### config.mk
export PLATFORM = sky130hd
export DESIGN_NAME = core_port_arbiter_flat
export DESIGN_NICKNAME = d
export VERILOG_FILES = /design/src/rtl/core_port_arbiter_if.sv /design/src/rtl/core_port_arbiter.sv /design/src/flat_wrapper.sv
export SDC_FILE = /design/constraint.sdc
export NUM_CORES = 1
export LEC_CHECK = 0
export CAP_MARGIN = 15
export CORE_AREA = 2 2 139 141
export DETAILED_ROUTE_END_ITERATION = 10
export DIE_AREA = 0 0 141 143
export HOLD_SLACK_MARGIN = 0.05
export PLACE_DENSITY = 0.55
export SETUP_SLACK_MARGIN = 0.02
export SYNTH_ARGS = -nofsm -noshare
export SYNTH_HDL_FRONTEND = slang
export SYNTH_SLANG_ARGS = --single-unit
### constraint.sdc
create_clock -name clk -period 4.43 [get_ports clk]
set_clock_uncertainty 0.05 [all_clocks]
set_input_delay 1.1075 -clock clk [delete_from_list [all_inputs] [get_ports clk]]
set_output_delay 1.1075 -clock clk [all_outputs]
set_load 0.02 [all_outputs]
### src/rtl/core_port_arbiter_if.sv
// Simple request/response core port: one request channel with valid/ready,
// one completion pulse carrying read data and a response code.
interface core_port_arbiter_if #(
  parameter int unsigned ADDR_WIDTH = 32,
  parameter int unsigned DATA_WIDTH = 32
) ();
  localparam int unsigned STRB_WIDTH = DATA_WIDTH / 8;

  logic                  req_valid;
  logic                  req_ready;
  logic                  req_we;
  logic [ADDR_WIDTH-1:0] req_addr;
  logic [DATA_WIDTH-1:0] req_wdata;
  logic [STRB_WIDTH-1:0] req_wstrb;
  logic                  resp_valid;
  logic                  resp_is_write;
  logic [DATA_WIDTH-1:0] resp_rdata;
  logic [1:0]            resp_resp;

  // Side that issues requests and receives completions.
  modport master (
    output req_valid, req_we, req_addr, req_wdata, req_wstrb,
    input  req_ready,
    input  resp_valid, resp_is_write, resp_rdata, resp_resp
  );

  // Side that accepts requests and returns completions.
  modport slave (
    input  req_valid, req_we, req_addr, req_wdata, req_wstrb,
    output req_ready,
    output resp_valid, resp_is_write, resp_rdata, resp_resp
  );
endinterface

### src/rtl/core_port_arbiter.sv
// Round-robin arbiter sharing one core port between two masters, with a
// single transaction in flight, completion steering and debug counters.
module core_port_arbiter #(
  parameter  int unsigned ADDR_WIDTH = 32,
  parameter  int unsigned DATA_WIDTH = 32,
  localparam int unsigned CNT_W      = 16
) (
  input  logic                 clk,
  input  logic                 rst_n,
  core_port_arbiter_if.slave   m0,
  core_port_arbiter_if.slave   m1,
  core_port_arbiter_if.master  core,
  output logic [CNT_W-1:0]     grant_cnt0,
  output logic [CNT_W-1:0]     grant_cnt1,
  output logic [1:0]           dbg_state,
  output logic                 dbg_owner,
  output logic                 dbg_spurious_resp
);

  localparam int unsigned      STRB_W  = DATA_WIDTH / 8;
  localparam logic [CNT_W-1:0] CNT_MAX = '1;

  typedef enum logic [1:0] {
    ST_IDLE  = 2'd0,
    ST_GRANT = 2'd1,
    ST_WAIT  = 2'd2
  } state_e;

  state_e           state_q, state_d;
  logic             owner_q, owner_d;
  logic             last_owner_q, last_owner_d;
  logic [CNT_W-1:0] cnt0_q, cnt0_d;
  logic [CNT_W-1:0] cnt1_q, cnt1_d;
  logic             spur_q, spur_d;

  logic                  own_valid;
  logic                  own_we;
  logic [ADDR_WIDTH-1:0] own_addr;
  logic [DATA_WIDTH-1:0] own_wdata;
  logic [STRB_W-1:0]     own_wstrb;

  function automatic logic [CNT_W-1:0] sat_inc(input logic [CNT_W-1:0] v);
    return (v == CNT_MAX) ? v : v + CNT_W'(1);
  endfunction

  // Live request of the current owner.
  assign own_valid = owner_q ? m1.req_valid : m0.req_valid;
  assign own_we    = owner_q ? m1.req_we    : m0.req_we;
  assign own_addr  = owner_q ? m1.req_addr  : m0.req_addr;
  assign own_wdata = owner_q ? m1.req_wdata : m0.req_wdata;
  assign own_wstrb = owner_q ? m1.req_wstrb : m0.req_wstrb;

  always_ff @(posedge clk or negedge rst_n) begin
    if (!rst_n) begin
      state_q      <= ST_IDLE;
      owner_q      <= 1'b0;
      last_owner_q <= 1'b1;
      cnt0_q       <= '0;
      cnt1_q       <= '0;
      spur_q       <= 1'b0;
    end else begin
      state_q      <= state_d;
      owner_q      <= owner_d;
      last_owner_q <= last_owner_d;
      cnt0_q       <= cnt0_d;
      cnt1_q       <= cnt1_d;
      spur_q       <= spur_d;
    end
  end

  always_comb begin
    state_d         = state_q;
    owner_d         = owner_q;
    last_owner_d    = last_owner_q;
    cnt0_d          = cnt0_q;
    cnt1_d          = cnt1_q;
    spur_d          = spur_q;
    core.req_valid  = 1'b0;
    core.req_we     = 1'b0;
    core.req_addr   = '0;
    core.req_wdata  = '0;
    core.req_wstrb  = '0;
    m0.req_ready    = 1'b0;
    m1.req_ready    = 1'b0;
    m0.resp_valid   = 1'b0;
    m1.resp_valid   = 1'b0;

    case (state_q)
      ST_IDLE: begin
        if (m0.req_valid && m1.req_valid) begin
          owner_d = ~last_owner_q;
          state_d = ST_GRANT;
        end else if (m0.req_valid) begin
          owner_d = 1'b0;
          state_d = ST_GRANT;
        end else if (m1.req_valid) begin
          owner_d = 1'b1;
          state_d = ST_GRANT;
        end
      end

      ST_GRANT: begin
        core.req_valid = own_valid;
        core.req_we    = own_we;
        core.req_addr  = own_addr;
        core.req_wdata = own_wdata;
        core.req_wstrb = own_wstrb;
        if (owner_q) m1.req_ready = core.req_ready;
        else         m0.req_ready = core.req_ready;
        // A withdrawn request releases the port without issuing anything.
        if (!own_valid) begin
          state_d = ST_IDLE;
        end else if (core.req_ready) begin
          state_d      = ST_WAIT;
          last_owner_d = owner_q;
          if (owner_q) cnt1_d = sat_inc(cnt1_q);
          else         cnt0_d = sat_inc(cnt0_q);
        end
      end

      ST_WAIT: begin
        if (core.resp_valid) begin
          if (owner_q) m1.resp_valid = 1'b1;
          else         m0.resp_valid = 1'b1;
          state_d = ST_IDLE;
        end
      end

      default: state_d = ST_IDLE;
    endcase

    // Completions with nothing outstanding are dropped and remembered.
    if (core.resp_valid && (state_q != ST_WAIT)) spur_d = 1'b1;
  end

  assign m0.resp_is_write = core.resp_is_write;
  assign m0.resp_rdata    = core.resp_rdata;
  assign m0.resp_resp     = core.resp_resp;
  assign m1.resp_is_write = core.resp_is_write;
  assign m1.resp_rdata    = core.resp_rdata;
  assign m1.resp_resp     = core.resp_resp;

  assign grant_cnt0        = cnt0_q;
  assign grant_cnt1        = cnt1_q;
  assign dbg_state         = 2'(state_q);
  assign dbg_owner         = owner_q;
  assign dbg_spurious_resp = spur_q;

endmodule

### src/flat_wrapper.sv
// flat-port wrapper written by rule: the top's interface ports become plain ports
module core_port_arbiter_flat 
#(
  parameter  int unsigned ADDR_WIDTH = 32,
  parameter  int unsigned DATA_WIDTH = 32,
  localparam int unsigned CNT_W      = 16
)
  (clk, rst_n, grant_cnt0, grant_cnt1, dbg_state, dbg_owner, dbg_spurious_resp, m0_req_valid, m0_req_we, m0_req_addr, m0_req_wdata, m0_req_wstrb, m0_req_ready, m0_resp_valid, m0_resp_is_write, m0_resp_rdata, m0_resp_resp, m1_req_valid, m1_req_we, m1_req_addr, m1_req_wdata, m1_req_wstrb, m1_req_ready, m1_resp_valid, m1_resp_is_write, m1_resp_rdata, m1_resp_resp, core_req_valid, core_req_we, core_req_addr, core_req_wdata, core_req_wstrb, core_req_ready, core_resp_valid, core_resp_is_write, core_resp_rdata, core_resp_resp);
  core_port_arbiter_if #(.ADDR_WIDTH(ADDR_WIDTH), .DATA_WIDTH(DATA_WIDTH)) m0_i ();
  core_port_arbiter_if #(.ADDR_WIDTH(ADDR_WIDTH), .DATA_WIDTH(DATA_WIDTH)) m1_i ();
  core_port_arbiter_if #(.ADDR_WIDTH(ADDR_WIDTH), .DATA_WIDTH(DATA_WIDTH)) core_i ();
  input  logic clk;
  input  logic rst_n;
  output logic [CNT_W-1:0] grant_cnt0;
  output logic [CNT_W-1:0] grant_cnt1;
  output logic [1:0] dbg_state;
  output logic dbg_owner;
  output logic dbg_spurious_resp;
  input wire logic [$bits(m0_i.req_valid)-1:0] m0_req_valid;
  input wire logic [$bits(m0_i.req_we)-1:0] m0_req_we;
  input wire logic [$bits(m0_i.req_addr)-1:0] m0_req_addr;
  input wire logic [$bits(m0_i.req_wdata)-1:0] m0_req_wdata;
  input wire logic [$bits(m0_i.req_wstrb)-1:0] m0_req_wstrb;
  output wire logic [$bits(m0_i.req_ready)-1:0] m0_req_ready;
  output wire logic [$bits(m0_i.resp_valid)-1:0] m0_resp_valid;
  output wire logic [$bits(m0_i.resp_is_write)-1:0] m0_resp_is_write;
  output wire logic [$bits(m0_i.resp_rdata)-1:0] m0_resp_rdata;
  output wire logic [$bits(m0_i.resp_resp)-1:0] m0_resp_resp;
  input wire logic [$bits(m1_i.req_valid)-1:0] m1_req_valid;
  input wire logic [$bits(m1_i.req_we)-1:0] m1_req_we;
  input wire logic [$bits(m1_i.req_addr)-1:0] m1_req_addr;
  input wire logic [$bits(m1_i.req_wdata)-1:0] m1_req_wdata;
  input wire logic [$bits(m1_i.req_wstrb)-1:0] m1_req_wstrb;
  output wire logic [$bits(m1_i.req_ready)-1:0] m1_req_ready;
  output wire logic [$bits(m1_i.resp_valid)-1:0] m1_resp_valid;
  output wire logic [$bits(m1_i.resp_is_write)-1:0] m1_resp_is_write;
  output wire logic [$bits(m1_i.resp_rdata)-1:0] m1_resp_rdata;
  output wire logic [$bits(m1_i.resp_resp)-1:0] m1_resp_resp;
  output wire logic [$bits(core_i.req_valid)-1:0] core_req_valid;
  output wire logic [$bits(core_i.req_we)-1:0] core_req_we;
  output wire logic [$bits(core_i.req_addr)-1:0] core_req_addr;
  output wire logic [$bits(core_i.req_wdata)-1:0] core_req_wdata;
  output wire logic [$bits(core_i.req_wstrb)-1:0] core_req_wstrb;
  input wire logic [$bits(core_i.req_ready)-1:0] core_req_ready;
  input wire logic [$bits(core_i.resp_valid)-1:0] core_resp_valid;
  input wire logic [$bits(core_i.resp_is_write)-1:0] core_resp_is_write;
  input wire logic [$bits(core_i.resp_rdata)-1:0] core_resp_rdata;
  input wire logic [$bits(core_i.resp_resp)-1:0] core_resp_resp;
  assign m0_i.req_valid = m0_req_valid;
  assign m0_i.req_we = m0_req_we;
  assign m0_i.req_addr = m0_req_addr;
  assign m0_i.req_wdata = m0_req_wdata;
  assign m0_i.req_wstrb = m0_req_wstrb;
  assign m0_req_ready = m0_i.req_ready;
  assign m0_resp_valid = m0_i.resp_valid;
  assign m0_resp_is_write = m0_i.resp_is_write;
  assign m0_resp_rdata = m0_i.resp_rdata;
  assign m0_resp_resp = m0_i.resp_resp;
  assign m1_i.req_valid = m1_req_valid;
  assign m1_i.req_we = m1_req_we;
  assign m1_i.req_addr = m1_req_addr;
  assign m1_i.req_wdata = m1_req_wdata;
  assign m1_i.req_wstrb = m1_req_wstrb;
  assign m1_req_ready = m1_i.req_ready;
  assign m1_resp_valid = m1_i.resp_valid;
  assign m1_resp_is_write = m1_i.resp_is_write;
  assign m1_resp_rdata = m1_i.resp_rdata;
  assign m1_resp_resp = m1_i.resp_resp;
  assign core_req_valid = core_i.req_valid;
  assign core_req_we = core_i.req_we;
  assign core_req_addr = core_i.req_addr;
  assign core_req_wdata = core_i.req_wdata;
  assign core_req_wstrb = core_i.req_wstrb;
  assign core_i.req_ready = core_req_ready;
  assign core_i.resp_valid = core_resp_valid;
  assign core_i.resp_is_write = core_resp_is_write;
  assign core_i.resp_rdata = core_resp_rdata;
  assign core_i.resp_resp = core_resp_resp;
  core_port_arbiter #(.ADDR_WIDTH(ADDR_WIDTH), .DATA_WIDTH(DATA_WIDTH)) u_core (.clk(clk), .rst_n(rst_n), .m0(m0_i), .m1(m1_i), .core(core_i), .grant_cnt0(grant_cnt0), .grant_cnt1(grant_cnt1), .dbg_state(dbg_state), .dbg_owner(dbg_owner), .dbg_spurious_resp(dbg_spurious_resp));
endmodule
== Word level (Yosys, flattened, before mapping) ==
Cells that the tools add are included.
Storage, ports and cells
  register bits: 37
  bits in latches: 0
  memory bits (writable): 0
  ROM bits: 0
  input bits: 179
  word-level logic and storage cells: 59
  memories: 0
Cells by class
  add/subtract/negate cells: 2
  $mul: 0
  div/mod/pow operators: 0
  magnitude comparators: 0
  equal/unequal tests: 8
  shift-type cells: 0
  multiplexer cells: 30
  bitwise logic cells: 4
  reduce and logical (&&, ||, !) cells: 9
Operators by type and width (number)
  32-bit two-way mux: 4
  16-bit by 1-bit adder with 16-bit output (second input constant): 2
  16-bit equality test (second input constant): 2
  1-bit two-way mux: 17
  2-bit two-way mux: 6
  5-bit AND reduction: 2
  4-bit two-way mux: 2
  2-bit one-hot mux with 3 select lines: 1
  3-bit AND reduction: 2
  2-bit != test (second input constant): 2
  4-bit by 3-bit != test with 1-bit output (second input constant): 1
  1-bit inverter: 4
  3-bit != test (second input constant): 1
  3-bit nonzero test: 1
  2-bit by 1-bit equality test with 1-bit output (second input constant): 1
  2-bit equality test (second input constant): 1
  1-bit logical AND: 2
  2-bit zero test: 1
  2-bit AND reduction: 1

== Logic depth before layout (Yosys ltp) ==
Gate-level depths: netlist of the first run.
  depth in word-level cells: 4
  mapped depth: 6

== Worst setup path after synthesis of the first run ==
Ideal clock, no wire load.
  path kind: input-to-output
  start point: in m0_req_valid
  end point: out core_req_valid
  arrival time: 1.697 ns
  data required time: 3.273 ns
  path slack: 1.575 ns
  stages on the path: 3
  buffers on the path: 0
  path through: nor2b_1 > a21oi_1 > nor2_1
On the way
  word-level cells in the longest chain between the ends: 2
Ends and longest elaborated chain
  start, declared: line flat_wrapper.sv:19  | input wire logic [$bits(m0_i.req_valid)-1:0] m0_req_valid;
  1-bit two-way mux: line core_port_arbiter.sv:47  | assign own_valid = owner_q ? m1.req_valid : m0.req_valid;
  1-bit two-way mux: line core_port_arbiter.sv:88  | case (state_q)
  end, declared: line flat_wrapper.sv:39  | output wire logic [$bits(core_i.req_valid)-1:0] core_req_valid;
No other way between the ends.

== Worst setup path after layout of the first run ==
Same ends and word-level chain as after synthesis.

==> results of run 1 <==
## critical path, cell delays in order
cell	delay [ns]
clkdlybuf4s50_1	0.54
nor2b_1	0.31
a21oi_1	0.13
nor2_1	0.19
clkdlybuf4s50_1	0.63
## registers in the layout, summed over array words and instances, names as in the netlist
signal / count
u_core.dbg_owner: 1
u_core.dbg_state: 2
u_core.last_owner_q: 1
u_core.dbg_spurious_resp: 1
u_core.grant_cnt0: 16
u_core.grant_cnt1: 16
## cell type report
cell class	instances	area, um^2	share of cell area
tap	234	292.8	0.05088
antenna	2	5.005	0.0008698
sequential	37	930.9	0.1618
timing repair buffer	257	2570	0.4466
clock buffer	6	128.9	0.02240
clock inverter	2	10.01	0.001740
multi-input combinational	258	1809	0.3144
inverter	2	7.507	0.001305
## power groups by stage
stage	Sequential (uW)	Clock [uW]	Combinational, uW
2_1_floorplan	494	0	1190
3_3_place_gp	518	0	2060
3_5_place_dp	522	0	2050
4_1_cts	518	349	2070
5_1_grt	529	361	2180
6_report	513	338	2040
## metal layers
layer | GRT usage | wire [um] | share of wire
met5 | 0 | 0 | 0
met4 | 0.02579 | 82 | 0.0060
met3 | 0.04930 | 1354 | 0.099
met2 | 0.2167 | 6590 | 0.48
met1 | 0.1566 | 5700 | 0.42
## cells in the mapped netlist (2+ instances only)
cell type / number
nor2b_1: 2
ha_1: 2
mux2i_1: 69
and3_1: 7
clkbuf_1: 11
a31oi_1: 3
nor3_2: 3
xnor2_1: 21
and2_1: 3
nand2_1: 15
mux2_2: 3
o21ai_0: 2
and4_1: 2
buf_2: 6
nand3_1: 9
buf_4: 70
or2b_1: 2
dfrtp_1: 36
nand4_1: 11
xor2_1: 5
inv_1: 2
a21oi_1: 4
nor2_1: 76
and3_2: 2
nor3b_1: 2
## how the worst max path moves through the flow
stage | start | to | slack [ns] | cells past startpoint
floorplan | m0_req_valid | core_req_valid | 1.58 | 3
global placement | m0_req_valid | core_req_valid | 0.38 | 5
detailed placement | m0_req_valid | core_req_valid | 0.31 | 5
CTS | m0_req_valid | core_req_valid | 0.30 | 5
global route | m0_req_valid | core_req_valid | 0.22 | 5
finish | m0_req_valid | core_req_valid | 0.35 | 5
## cell usage in the layout, fill, tap and decap left out, types with 3 or more instances in the layout
master and instances:
a31oi_1 3, nand2_1 15, a21oi_1 4, mux2i_1 69
and2_1 3, and3_1 7, nor3_2 3, mux2_2 3
clkdlybuf4s50_1 252, xor2_1 5, buf_4 3, xnor2_1 21
dfrtp_1 35, nand4_1 11, nor2_1 76, nand3_1 9
clkbuf_16 5
## kinds of logic (layout without fill, tap and decap cells)
family / after synthesis / count (layout) / synth area share
muxes: 73 / 73 / 0.2214
and+or+nand+nor: 140 / 140 / 0.2031
AOI/OAI and AO/OA: 17 / 17 / 0.04122
adders and majority gates: 2 / 2 / 0.007492
DFF: 37 / 37 / 0.2776
buffers and inverters: 89 / 267 / 0.1810
xor gates and xnor gates: 26 / 26 / 0.06819
other: 0 / 2 / 0
## stage by stage
stage / worst slack [ns] / hold WS, ns / utilization / power, uW / cell area (um^2)
5_1_grt: 0.2211 / 0.4477 / 0.3096 / 3068 / 5752
2_1_floorplan: 1.575 / 0.4583 / - / 1683 / 3339
3_3_place_gp: 0.3793 / 0.4032 / 0.3020 / 2574 / 5610
4_1_cts: 0.3037 / 0.4240 / 0.3094 / 2936 / 5749
6_report: 0.3523 / 0.4162 / 0.3097 / 2892 / 5754
3_5_place_dp: 0.3124 / 0.4068 / 0.3020 / 2572 / 5610
==> results.cfg, run 1 <==
[yosys]
syn_inst = 384
synth.net_count = 565
yosysSeqAreaShare = 0.2776
yosys_most_used_dff = dfrtp_1
synth_edf_count = 0
ys_types = 41
yosys_warnings = 0
ys_top_cells_by_area = dfrtp_1 (27%), mux2i_1 (21%), buf_4 (16%), nor2_1 (8.5%), xnor2_1 (5.5%)
syn_area_per_cell_um2 = 8.696
synth_area_leader_cell = dfrtp_1
synth_area_um2 = 3339
ys_ff_latch = 37
synthArstFlopShare = 1.000
synth_top_area_share = 0.2698

[clock_network]
cts_made_buffers = 5
clk_latency_ns = 0.28
cts_tree = yes
cts_hold_buf = 0
clockBufferDepth = 2
post_cts_buffers = 0
cts_resized = 0
clk_pin_slew_ns = 0.05
clock-sinks = 37
htreeDepth = 2
root_buffer = clkbuf_16

[cells_and_area]
nNetsFinal = 742
instances_no_fill = 798
drive_gt1_frac = 0.05338
nFillCells = 1905
area_delta_synth_final_pct = 72.31

[floorplanning]
ios = 359
die-area_um2 = 20160
core-area_um2 = 18580
initial_core_util = 0.1797
die_h_um = 143
rows = 50
fp.dieW_um = 141

[pwr]
switching_power_uw = 1303
ir_worst_vdd_mv = 0.2366
pwr-share-clk = 0.117
p_per_area_nw_per_um2 = 502.5
p_int_uw = 1588
pwr-share-seq = 0.178
p_leak_uw = 0.002396
pwr-share-comb = 0.706
swShare = 0.4507

[grt]
grt_max_degree = 54
grt_pass1_vias = 3239
grt_usage = 0.1284
antenna_found_initial = 1
grt_pass1_wl_um = 19890
overflow = 0

[sta]
worstMarginPinSlew_ns = 0.8413
hold_viol = 0
maxSlewViolCount = 0
finalSetupViolCount = 0
fmax_mhz = 245.2
rsz0062_at_grt = no
finalCriticalPeriod_ns = 4.078
fin_setup_tns_ns = 0
period_share = 0.9205
slew_headroom = 0.4391

[setup_path]
reg2reg_slack_ns = 2.33
worstSetupEndpointType = output pin
rr_startpoint = u_core.dbg_owner$_DFFE_PN0P_
critPathLaunchType = primary input
worstSetupPathType = primary input to output pin
cp_max_fo = 5
reg2reg_depth = 4
required_ns = 3.27
timing.rr.end = u_core.grant_cnt0[1]$_DFFE_PN0P_
arrival_ns = 2.92

[place]
hpwl_um = 11440
gp_congestion = 0.8078
portBuffers = 253
dp.cells = 788

[drt]
ant_nets = 0
drt_iter0_markers = 93
wl_per_cell_um = 17.20
drc = 0
dr_total_vias = 3262
via_per_inst = 4.088
drtPass1Iterations = 4
routed_wl_um = 13730

[min_path]
holdPathEnd = u_core.dbg_spurious_resp$_DFFE_PN0P_
min_from = u_core.dbg_spurious_resp$_DFFE_PN0P_
hold_depth = 1
min_path_type = flop to flop

[job]
cap_violations = 0

[status]
outcome = complete, no violations
Power figures use the tool's default switching activity.
==> run 2, diff against run 1 <==
- CORE_AREA: 2 2 139 141 -> 4 4 137 139
- PLACE_DENSITY: 0.55 -> 0.58
==> run 2 against run 1 <==
Net effect: final cell count is 0.88% lower; routed wire length rose by 4.2%; maximum frequency increased by 0.56%; via count rose by 0.21%; largest cell class unchanged; largest power group unchanged.
==> results.cfg, run 2 (same netlist as run 1, synthesis figures left out) <==
[setup_path]
reg2reg_slack_ns = 2.27
critical_path.startpoint = m0_req_valid
rr_startpoint = u_core.dbg_owner$_DFFE_PN0P_
timing.rr.end = u_core.grant_cnt0[1]$_DFFE_PN0P_
reg2reg_depth = 4
worstSetupEndpointType = output pin
cp_max_fo = 5
critPathLaunchType = primary input
required_ns = 3.27
worstSetupPathType = primary input to output pin
arrival_ns = 2.90
crit_path_end = core_req_valid

[cells_and_area]
nNetsFinal = 742
drive_gt1_frac = 0.05338
n_antenna_cell = 0
stdcell_area_um2 = 5799
area_delta_synth_final_pct = 73.66
layout_common_cells = clkdlybuf4s50_1 (253), nor2_1 (76), mux2i_1 (69)
layout_commonest_cell = clkdlybuf4s50_1

[drt]
dr_wl_met2_um = 6802
top_layer_used = met5
ant_nets = 0
dr_total_vias = 3269
via_per_inst = 4.133
wl_per_cell_um = 18.08
drtPass1Iterations = 4
drc = 0
wl_met1_um = 6033
routed_wl_um = 14300
drt_iter0_markers = 79
wl_met3_um = 1348

[clock_network]
cts_resized = 0
cts_tree = yes
cts_hold_buf = 0
clk_pin_slew_ns = 0.06
cts_made_buffers = 5
clk_latency_ns = 0.29
htreeDepth = 2
root_buffer = clkbuf_16
clockBufferDepth = 2
post_cts_buffers = 0
clock-sinks = 37

[sta]
hold_viol = 0
fin_ws_ns = 0.3750
fmax_mhz = 246.6
fin_setup_tns_ns = 0
finalCriticalPeriod_ns = 4.055
worstMarginPinSlew_ns = 0.8638
period_share = 0.9153
slew_headroom = 0.4241
rsz0062_at_grt = no
maxSlewViolCount = 0
finalSetupViolCount = 0

[floorplanning]
rows = 49
ios = 359
die-area_um2 = 20160
fp.dieW_um = 141
initial_core_util = 0.1891
die_h_um = 143
core-area_um2 = 17660

[pwr]
p_int_uw = 1704
swShare = 0.4349
pwr-share-clk = 0.154
p_per_area_nw_per_um2 = 520.1
pwr-share-comb = 0.665
switching_power_uw = 1312
p_leak_uw = 0.002419
pwr-share-seq = 0.182
ir_worst_vdd_mv = 0.2242

[status]
outcome = complete, no violations

[grt]
grt_usage = 0.1346
antenna_found_initial = 1
grt_max_degree = 49
grt_pass1_vias = 3409
grt_pass1_wl_um = 20780
overflow = 0

[place]
dp_slack_ns = 0.3561
place_area_um2 = 5609
portBuffers = 253
gp_congestion = 0.8169
hpwl_um = 11910

[min_path]
min_path_type = flop to flop

[job]
cap_violations = 0
==> run 2: critical path: stages <==
cell and delay (ns):
clkdlybuf4s50_1 0.54, nor2b_1 0.27, a21oi_1 0.12, nor2_1 0.21
clkdlybuf4s50_1 0.65
==> run 2: final cells by class <==
cell class                 count  area (um^2)
clock buffer                   5        125.1
sequential                    37        930.9
inverter                       2        7.507
clock inverter                 3        65.06
fill                        1796        11860
tap                          229        286.5
multi-input combinational    258         1809
timing repair buffer         257         2575
==> run 2: metrics by stage <==
stage / power [uW] / hold slack (ns) / instances / util
finish: 3016 / 0.4248 / 791 / 0.3284
detailed placement: 2569 / 0.4119 / 783 / 0.3177
global placement: 2573 / 0.4021 / 783 / 0.3177
CTS: 3055 / 0.4291 / 791 / 0.3284
floorplan: 1683 / 0.4583 / 384 / -
global route: 3187 / 0.4585 / 791 / 0.3284
==> run 2: routing by layer <==
layer | vias to the layer above | global-route usage
li1 | 1589 | -
met1 | 1488 | 0.1697
met2 | 182 | 0.2210
met3 | 8 | 0.05224
met4 | 2 | 0.02652
met5 | - | 0
==> run 2: worst min-delay path by stage <==
stage,start,endpoint,slack (ns),cells after the start
floorplan,u_core.last_owner_q$_DFFE_PN1P_,u_core.last_owner_q$_DFFE_PN1P_,0.46,2
global placement,u_core.dbg_spurious_resp$_DFFE_PN0P_,u_core.dbg_spurious_resp$_DFFE_PN0P_,0.40,1
detailed placement,u_core.dbg_spurious_resp$_DFFE_PN0P_,u_core.dbg_spurious_resp$_DFFE_PN0P_,0.41,1
CTS,u_core.dbg_spurious_resp$_DFFE_PN0P_,u_core.dbg_spurious_resp$_DFFE_PN0P_,0.43,1
global route,u_core.grant_cnt1[9]$_DFFE_PN0P_,u_core.grant_cnt1[9]$_DFFE_PN0P_,0.46,1
finish,u_core.dbg_spurious_resp$_DFFE_PN0P_,u_core.dbg_spurious_resp$_DFFE_PN0P_,0.42,1
==> run 2: power groups by stage <==
stage / registers [uW] / logic, uW / clock network, uW
finish: 549 / 2000 / 463
global route: 565 / 2140 / 480
CTS: 552 / 2030 / 470
detailed placement: 558 / 2010 / 0
global placement: 550 / 2020 / 0
floorplan: 494 / 1190 / 0
==> run 3, diff against run 2 <==
- ABC_AREA: unset -> 1
- CORE_AREA: 4 4 137 139 -> 4 4 136 138
- DIE_AREA: 0 0 141 143 -> 0 0 140 142
- PLACE_DENSITY: 0.58 -> 0.61
- SETUP_SLACK_MARGIN: 0.02 -> unset
- SKIP_CTS_REPAIR_TIMING: unset -> 1
==> run 3 against run 2 <==
Net effect: hold slack gained 0.037 ns; first-iteration DRC count rose to 3.1 times the previous value; non-clock buffer count grew 3; via count up 34%; combinational power up 3%; register-to-register slack lost 0.28 ns; setup slack improved by 0.20 ns; final area increased by 5.5%; sequential share of layout area down 0.88 points; sequential cell count stayed put; core utilization is 2.8 points higher; sequential power fell by 19%; critical path type unchanged; highest routed layer unchanged.
==> results.cfg, run 3 <==
[setup_path]
cp.depth = 4
crit_family = buffers and inverters
rr_startpoint = u_core.dbg_owner$_DFFE_PN0P_
cp_cell_sequence = clkdlybuf4s50_1 > nand2_1 > a21oi_1 > clkdlybuf4s50_1
cpMaxStageDelayCell = clkdlybuf4s50_1
cp_max_fo = 1
critical_path.startpoint = m1_req_addr[17]
worstSetupPathType = primary input to output pin
cp_slowest_stage_delay_ns = 0.69
cpMostUsedCell = clkdlybuf4s50_1
critPathLaunchType = primary input
reg2reg_depth = 8
required_ns = 3.27
worstSetupEndpointType = output pin
arrival_ns = 2.70
crit_buf_inv = 2

[yosys]
muxShareOfSynthArea = 0
synth.net_count = 809
synth_edf_count = 0
ys_types = 31
synthTopCellsByCount = nand2_1 (293), buf_4 (71), a21oi_1 (70)
ys_ff_latch = 37
synthAdderAreaFrac = 0.006705
yosys_most_used_dff = dfrtp_1
synth_top_area_share = 0.2947
ys_top_cells_by_area = nand2_1 (29%), dfrtp_1 (24%), buf_4 (14%), a21oi_1 (9.4%), nor2_1 (3.5%)
synth_area_um2 = 3732
synth_area_leader_cell = nand2_1
synthArstFlopShare = 1.000
synth_top_family_by_area = simple AND/OR/NAND/NOR gates
syn_area_per_cell_um2 = 5.943
synth_compound_area_frac = 0.1210
yosysSeqAreaShare = 0.2484
post_synth_and_or_nand_nor_area_fraction = 0.3818
synthXorXnorAreaFrac = 0.03285
yosys.cell_count.top_type = nand2_1
syn_inst = 628
yosys_warnings = 0

[floorplanning]
initial_core_util = 0.2173
ios = 359
die-area_um2 = 19880
core-area_um2 = 17180
fp.dieW_um = 140
die_h_um = 142
rows = 48

[place]
place_area_um2 = 5946
hpwl_um = 13810
gp_congestion = 0.8951
dp_slack_ns = 0.6232
portBuffers = 253

[clock_network]
root_buffer = clkbuf_16
clock-sinks = 37
htreeDepth = 2
cts_tree = yes
cts_made_buffers = 5
clockBufferDepth = 2
clk_latency_ns = 0.28
clk_pin_slew_ns = 0.06

[grt]
grt_pass1_vias = 4218
grt_max_degree = 79
grt_usage = 0.1591
overflow = 0
grt_pass1_wl_um = 25100
antenna_found_initial = 2

[drt]
dr_total_vias = 4374
drt_iter0_markers = 246
wl_per_cell_um = 16.47
routed_wl_um = 16880
drtPass1Iterations = 4
drc = 0
ant_nets = 0
via_per_inst = 4.267

[min_path]
hold_depth = 1
min_path_type = flop to flop
min_from = u_core.dbg_spurious_resp$_DFFE_PN0P_

[sta]
finalSetupViolCount = 0
worstMarginPinSlew_ns = 0.9664
fmax_mhz = 259.3
period_share = 0.8704
fin_setup_tns_ns = 0
rsz0062_at_grt = no
slew_headroom = 0.3558
maxSlewViolCount = 0
hold_viol = 0
fin_ws_ns = 0.5739
whs_ns = 0.4614
finalCriticalPeriod_ns = 3.856

[pwr]
p_per_area_nw_per_um2 = 474.4
ir_worst_vdd_mv = 0.2283
p_leak_uw = 0.002527

[cells_and_area]
stdcell_area_um2 = 6121
multi_input_area_um2 = 2027
nNetsFinal = 979
area_delta_synth_final_pct = 64.00
layout_commonest_cell = nand2_1
seqCellArea_um2 = 928.4
layout_common_cells = nand2_1 (292), clkdlybuf4s50_1 (252), a21oi_1 (70)
drive_gt1_frac = 0.03630
nFillCells = 1873
fin_util = 0.3564

[status]
outcome = complete, no violations

[job]
cap_violations = 0
[run 3: metrics by stage]
stage          power, uW  instances
3_5_place_dp        2521       1016
2_1_floorplan       1592        628
3_3_place_gp        2527       1016
4_1_cts             2955       1024
6_report            2904       1025
5_1_grt             3120       1025
[run 3: cells by family after synthesis]
logic type      Yosys count
compound gates           87
xor+xnor                 14
fa+ha+maj                 2
buf+inv                 128
flops                    37
simple gates            360
[run 3: power breakdown]
group          switching (uW)  total [uW]  internal (uW)  leakage [uW]
logic                    1190        2050            859       0.00195
registers                56.9         442            385      0.000496
clock network             134         416            281     0.0000841
total                    1380        2900           1520       0.00253
[run 3: per-layer routing]
layer	up-vias	track usage	wire length [um]
met5	-	0.007177	13
met4	2	0.05303	554
met3	23	0.07023	1723
met2	202	0.2484	7673
met1	1910	0.1967	6918
li1	2237	-	-
[run 3: final timing paths]
check                                                             to  slack, ns
worst max-delay path                               core_req_addr[17]       0.57
max in group asynchronous               u_core.dbg_owner$_DFFE_PN0P_       2.74
min in group asynchronous          u_core.grant_cnt0[15]$_DFFE_PN0P_       0.92
worst max register to register      u_core.grant_cnt1[6]$_DFFE_PN0P_       1.99
worst min-delay path            u_core.dbg_spurious_resp$_DFFE_PN0P_       0.46
worst min register to register  u_core.dbg_spurious_resp$_DFFE_PN0P_       0.46
[run 3: final cells by class]
class / count / area share
Sequential cell: 37 / 0.1517
Clock inverter: 1 / 0.004906
Clock buffer: 7 / 0.02330
Timing Repair Buffer: 260 / 0.4235
Inverter: 31 / 0.01901
Antenna cell: 1 / 0.0004088
Tap cell: 225 / 0.04599
Multi-Input combinational cell: 463 / 0.3312
